File: src/rtl/gamepad_reader.sv
// gamepad_reader: SNES-style serial pad poller. It drives latch and clock, shifts in
// both players' buttons, then publishes both words together with a one-cycle valid.
module gamepad_reader #(
    parameter int HALF_PERIOD  = 48,
    parameter int BUTTON_COUNT = 12
) (
    input  logic                    clk,
    input  logic                    reset,
    input  logic                    start,
    output logic                    busy,
    output logic                    valid,
    output logic                    pad_latch,
    output logic                    pad_clk,
    input  logic [1:0]              pad_data,
    output logic [BUTTON_COUNT-1:0] p1_buttons,
    output logic [BUTTON_COUNT-1:0] p2_buttons
);

    localparam int CW = $clog2(2 * HALF_PERIOD);
    localparam int IW = (BUTTON_COUNT > 1) ? $clog2(BUTTON_COUNT) : 1;
    localparam logic [CW-1:0] LATCH_LOAD = CW'(2 * HALF_PERIOD - 1);
    localparam logic [CW-1:0] HALF_LOAD  = CW'(HALF_PERIOD - 1);
    localparam logic [IW-1:0] LAST_IDX   = IW'(BUTTON_COUNT - 1);

    typedef enum logic [2:0] {
        IDLE,
        LATCH,
        CLK_LOW,
        CLK_HIGH,
        DONE
    } state_t;

    state_t                  state_q, state_d;
    logic [CW-1:0]           cnt_q, cnt_d;
    logic [IW-1:0]           idx_q, idx_d;
    logic [BUTTON_COUNT-1:0] sh1_q, sh1_d;
    logic [BUTTON_COUNT-1:0] sh2_q, sh2_d;
    logic [BUTTON_COUNT-1:0] p1_q, p1_d;
    logic [BUTTON_COUNT-1:0] p2_q, p2_d;
    logic                    latch_q, latch_d;
    logic                    pad_clk_q, pad_clk_d;
    logic                    busy_q, busy_d;
    logic                    valid_q, valid_d;

    always_comb begin
        state_d = state_q;
        cnt_d   = cnt_q;
        idx_d   = idx_q;
        sh1_d   = sh1_q;
        sh2_d   = sh2_q;
        p1_d    = p1_q;
        p2_d    = p2_q;

        case (state_q)
            IDLE, DONE: begin
                // DONE accepts start exactly like IDLE so polls can run back to back
                if (start) begin
                    state_d = LATCH;
                    cnt_d   = LATCH_LOAD;
                    idx_d   = '0;
                end else if (state_q == DONE) begin
                    state_d = IDLE;
                    cnt_d   = '0;
                end
            end
            LATCH: begin
                if (cnt_q == '0) begin
                    state_d = CLK_LOW;
                    cnt_d   = HALF_LOAD;
                end else begin
                    cnt_d = cnt_q - CW'(1);
                end
            end
            CLK_LOW: begin
                if (cnt_q == '0) begin
                    for (int unsigned i = 0; i < BUTTON_COUNT; i++) begin
                        if (idx_q == IW'(i)) begin
                            sh1_d[i] = pad_data[0];
                            sh2_d[i] = pad_data[1];
                        end
                    end
                    state_d = CLK_HIGH;
                    cnt_d   = HALF_LOAD;
                end else begin
                    cnt_d = cnt_q - CW'(1);
                end
            end
            CLK_HIGH: begin
                if (cnt_q == '0) begin
                    if (idx_q == LAST_IDX) begin
                        state_d = DONE;
                        cnt_d   = '0;
                        p1_d    = sh1_q;
                        p2_d    = sh2_q;
                    end else begin
                        state_d = CLK_LOW;
                        cnt_d   = HALF_LOAD;
                        idx_d   = idx_q + IW'(1);
                    end
                end else begin
                    cnt_d = cnt_q - CW'(1);
                end
            end
            default: begin
                state_d = IDLE;
                cnt_d   = '0;
            end
        endcase

        // Outputs are registered copies decoded from the next state
        latch_d   = (state_d == LATCH);
        pad_clk_d = (state_d != CLK_LOW);
        busy_d    = (state_d == LATCH) || (state_d == CLK_LOW) || (state_d == CLK_HIGH);
        valid_d   = (state_d == DONE);
    end

    always_ff @(posedge clk) begin
        if (reset) begin
            state_q   <= IDLE;
            cnt_q     <= '0;
            idx_q     <= '0;
            sh1_q     <= '0;
            sh2_q     <= '0;
            p1_q      <= '0;
            p2_q      <= '0;
            latch_q   <= 1'b0;
            pad_clk_q <= 1'b1;
            busy_q    <= 1'b0;
            valid_q   <= 1'b0;
        end else begin
            state_q   <= state_d;
            cnt_q     <= cnt_d;
            idx_q     <= idx_d;
            sh1_q     <= sh1_d;
            sh2_q     <= sh2_d;
            p1_q      <= p1_d;
            p2_q      <= p2_d;
            latch_q   <= latch_d;
            pad_clk_q <= pad_clk_d;
            busy_q    <= busy_d;
            valid_q   <= valid_d;
        end
    end

    assign busy       = busy_q;
    assign valid      = valid_q;
    assign pad_latch  = latch_q;
    assign pad_clk    = pad_clk_q;
    assign p1_buttons = p1_q;
    assign p2_buttons = p2_q;

endmodule

File: config.mk
export PLATFORM = sky130hd
export DESIGN_NAME = gamepad_reader
export DESIGN_NICKNAME = d
export VERILOG_FILES = /design/src/rtl/gamepad_reader.sv
export SDC_FILE = /design/constraint.sdc
export NUM_CORES = 1
export LEC_CHECK = 0
export BUFFER_PORTS_ARGS = -buffer_cell sky130_fd_sc_hd__buf_4
export CAP_MARGIN = 20
export CORE_MARGIN = 5
export CORE_UTILIZATION = 57
export DETAILED_ROUTE_END_ITERATION = 10
export GPL_TIMING_DRIVEN = 0
export PLACE_DENSITY = 0.78
export SYNTH_ARGS = -nofsm -noshare
export SYNTH_HDL_FRONTEND = slang
export SYNTH_SLANG_ARGS = --single-unit
File: constraint.sdc
create_clock -name clk -period 2.1 [get_ports clk]
set_input_delay 0.315 -clock clk [delete_from_list [all_inputs] [get_ports clk]]
set_output_delay 0.315 -clock clk [all_outputs]
set_load 0.1 [all_outputs]
==> results.ini <==
[worst_setup_path]
cp.arrival_ns = 2.25
critPathSlowestCell = or4bb_1
worst-setup-path-type = flip-flop to flip-flop
startpoint_type = flip-flop
critPathMaxStageDelay_ns = 0.44
crit_required_ns = 2.31
crit_fanout = 10
path_cells = inv_2 > ha_4 > or4bb_1 > nor4_1 > buf_4 > buf_12 > mux2i_2 > nor2_1
end_kind = flip-flop

[finish]
final_layout_size_suffix_gt1_share_pct = 19.2
diodes = 0
finish.utilization_pct = 70.6
final_area_um2 = 3340
seq_area_um2 = 1320
nNetsFinal = 345
multi_input_area_um2 = 1360
n_fill_cell = 370
area.growth.synth_to_final_pct = 21.0

[placement]
gp_congestion = 0.891
placed_area_um2 = 3080
numPortBuffers = 32
dp_worst_setup_slack_ns = -0.0955
dp_hpwl_mm = 4.12

[floorplan]
num_rows = 25
die_w_um = 79.6
num_io_pins = 33
start_util_pct = 58.4
design.core.area_um2 = 4720
die_h_um = 79.6
die_area_um2 = 6330

[yosys]
ys.flop_type = dfxtp_1
ys_seq_elements = 66
ys_types = 41
synth.area.top_cells = dfxtp_1 48%, mux2i_1 17%, nand2_1 4.8%, nor2_1 4.5%, nand3_1 2.5%
synth.yosys.seq_area_share_pct = 47.9
yosysMostFrequentCell = dfxtp_1
synth_enable_flop_cells = 0
synth_commonest_cells = 66 x dfxtp_1, 48 x mux2i_1, 35 x nand2_1, 33 x nor2_1, 14 x nand3_1
synth_area_um2 = 2760
syn-num-nets = 300
syn_area_per_cell_um2 = 9.51
async_flop_share_pct = 0
netlist.area_leader.share_pct = 47.9
synth-warning-count = 0
synth_area_leader_cell = dfxtp_1
syn_inst = 290

[global_routing]
grt_max_degree = 11
antenna_found_initial = 0
gr-total-overflow = 0
track_usage_pct = 20.6
grt_pass1_vias = 2196
grt_pass1_wl_mm = 10.2

[clocking]
htree_levels = 3
cts_buffers = 9
clock_latency_ns = 0.33
cts_sinks = 66
cts_root_buf = clkbuf_8
cts.clk_slew.worst_paths_ns = 0.07
clk_path_buf_depth = 2
cts_tree = done

[sta]
min_period_ns = 2.04
fmax_mhz = 489
finClkSkew_ns = 0.00626
rsz0062_at_grt = true
setup_viol = 0
slew_headroom_pct = 65.0
slew_viol_final = 0
worstMarginPinSlew_ns = 0.525
period_share_pct = 97.3
finalHoldViolCount = 0
fin_ws_ns = 0.0569

[drt]
wire_per_inst_um = 14.6
firstDrtPassIters = 4
drc_errors = 0
viasPerCell = 5.49
wirelength_mm = 5.92
via_count = 2223
ant_nets = 0
drtIter0Drc = 206

[job]
maxCapViolCount = 0

[status]
status = finished clean

[worst_hold_path]
hp-class = input pin to flip-flop

[power_and_ir_drop]
ir_worst_vdd_mv = 0.543
powerDensity_nw_per_um2 = 833
p_total_mw = 2.78
p_leak_nw = 1.40

==> cell type report <==
class	count	area share [%]
multi-input cells	201	40.6
repair buffers	34	7.76
inverters	7	0.787
clock inverters	3	1.20
clock buffers	11	4.54
plain buffers	16	2.92
flip-flops and latches	66	39.7
well taps	67	2.51
==> repair_timing <==
item / 4_1_cts / 5_1_grt
gates resized for setup: 2 / 13
hold buffers: 0 / 0
gates cloned: 0 / 0
buffers inserted: 2 / 0
setup endpoints to repair: 27 / 50
pin swaps: 0 / 3
==> power by group <==
part	switching (mW)	total (mW)	internal, mW
clock	0.452	1.05	0.596
combinational	0.247	0.388	0.141
sequential	0.0480	1.34	1.29
total	0.748	2.78	2.03
==> cells in the final DEF (no fill, tap or decap), types with 2 or more instances in the layout <==
cell type and count:
inv_1 4, a21oi_1 7, buf_4 34, a211oi_1 3, a31oi_1 2, nand3b_1 2
nand4_1 4, clkbuf_1 12, or4_1 3, nand2_1 35, ha_1 4, a31o_2 2
o21ai_0 5, buf_12 2, o22ai_1 2, nor2_1 33, and2_1 3, nor4_1 2
nand3_1 14, nor3_1 3, o31ai_1 4, clkbuf_8 11, dfxtp_2 2, mux2i_1 47
clkinv_2 2, nor2b_1 7, dfxtp_1 64, inv_2 2
==> flip-flops by register name (all words and copies together) (netlist names) <==
name / count
pad_latch: 1
sh2_q: 12
sh1_q: 12
state_q: 3
cnt_q: 7
p1_buttons: 12
p2_buttons: 12
valid: 1
idx_q: 4
pad_clk: 1
busy: 1
==> metal layers <==
| metal | track usage, % | wire length, um | up-vias |
|---|---|---|---|
| met5 | 0 | 0 | - |
| met4 | 10.1 | 125 | 0 |
| met3 | 4.51 | 287 | 11 |
| met2 | 30.7 | 2610 | 62 |
| met1 | 28.0 | 2900 | 1046 |
| li1 | - | - | 1104 |
==> critical path, delay by kind of cell (launching register included) <==
kind / cells / cell delay, ns
adders and majority gates: 1 / 0.14
and+or+nand+nor: 3 / 0.78
buffers and inverters: 3 / 0.43
DFF: 1 / 0.35
muxes: 1 / 0.20
==> per-stage QoR <==
step / hold slack (ns) / setup TNS (ns) / cells
floorplan: 0.438 / 0 / 290
global route: 0.298 / -0.00588 / 405
global placement: 0.447 / -1.26 / 389
finish: 0.286 / 0 / 405
detailed placement: 0.457 / -1.56 / 389
CTS: 0.278 / -0.0400 / 405
==> logic make-up (layout without fill, tap and decap cells) <==
| group | after synthesis | in the layout | synth area share, % |
|---|---|---|---|
| simple gates | 116 | 116 | 20.8 |
| fa+ha+maj | 5 | 5 | 2.27 |
| xor+xnor | 1 | 1 | 0.318 |
| flops | 66 | 66 | 47.9 |
| compound gates | 31 | 31 | 7.44 |
| buf+inv | 23 | 71 | 3.85 |
| mux | 48 | 48 | 17.4 |
==> final timing paths <==
| check | startpoint | end | slack, ns | cells past startpoint |
|---|---|---|---|---|
| worst min-delay path | pad_data[1] | sh2_q[10]$_SDFFE_PP0P_ | 0.29 | 3 |
| worst max register to register | cnt_q[0]$_SDFFE_PP0P_ | p1_buttons[2]$_SDFFE_PP0P_ | 0.06 | 8 |
| worst max-delay path | cnt_q[0]$_SDFFE_PP0P_ | p1_buttons[2]$_SDFFE_PP0P_ | 0.06 | 8 |
| worst min register to register | sh1_q[1]$_SDFFE_PP0P_ | sh1_q[1]$_SDFFE_PP0P_ | 0.46 | 2 |
Power figures use the tool's default switching activity.
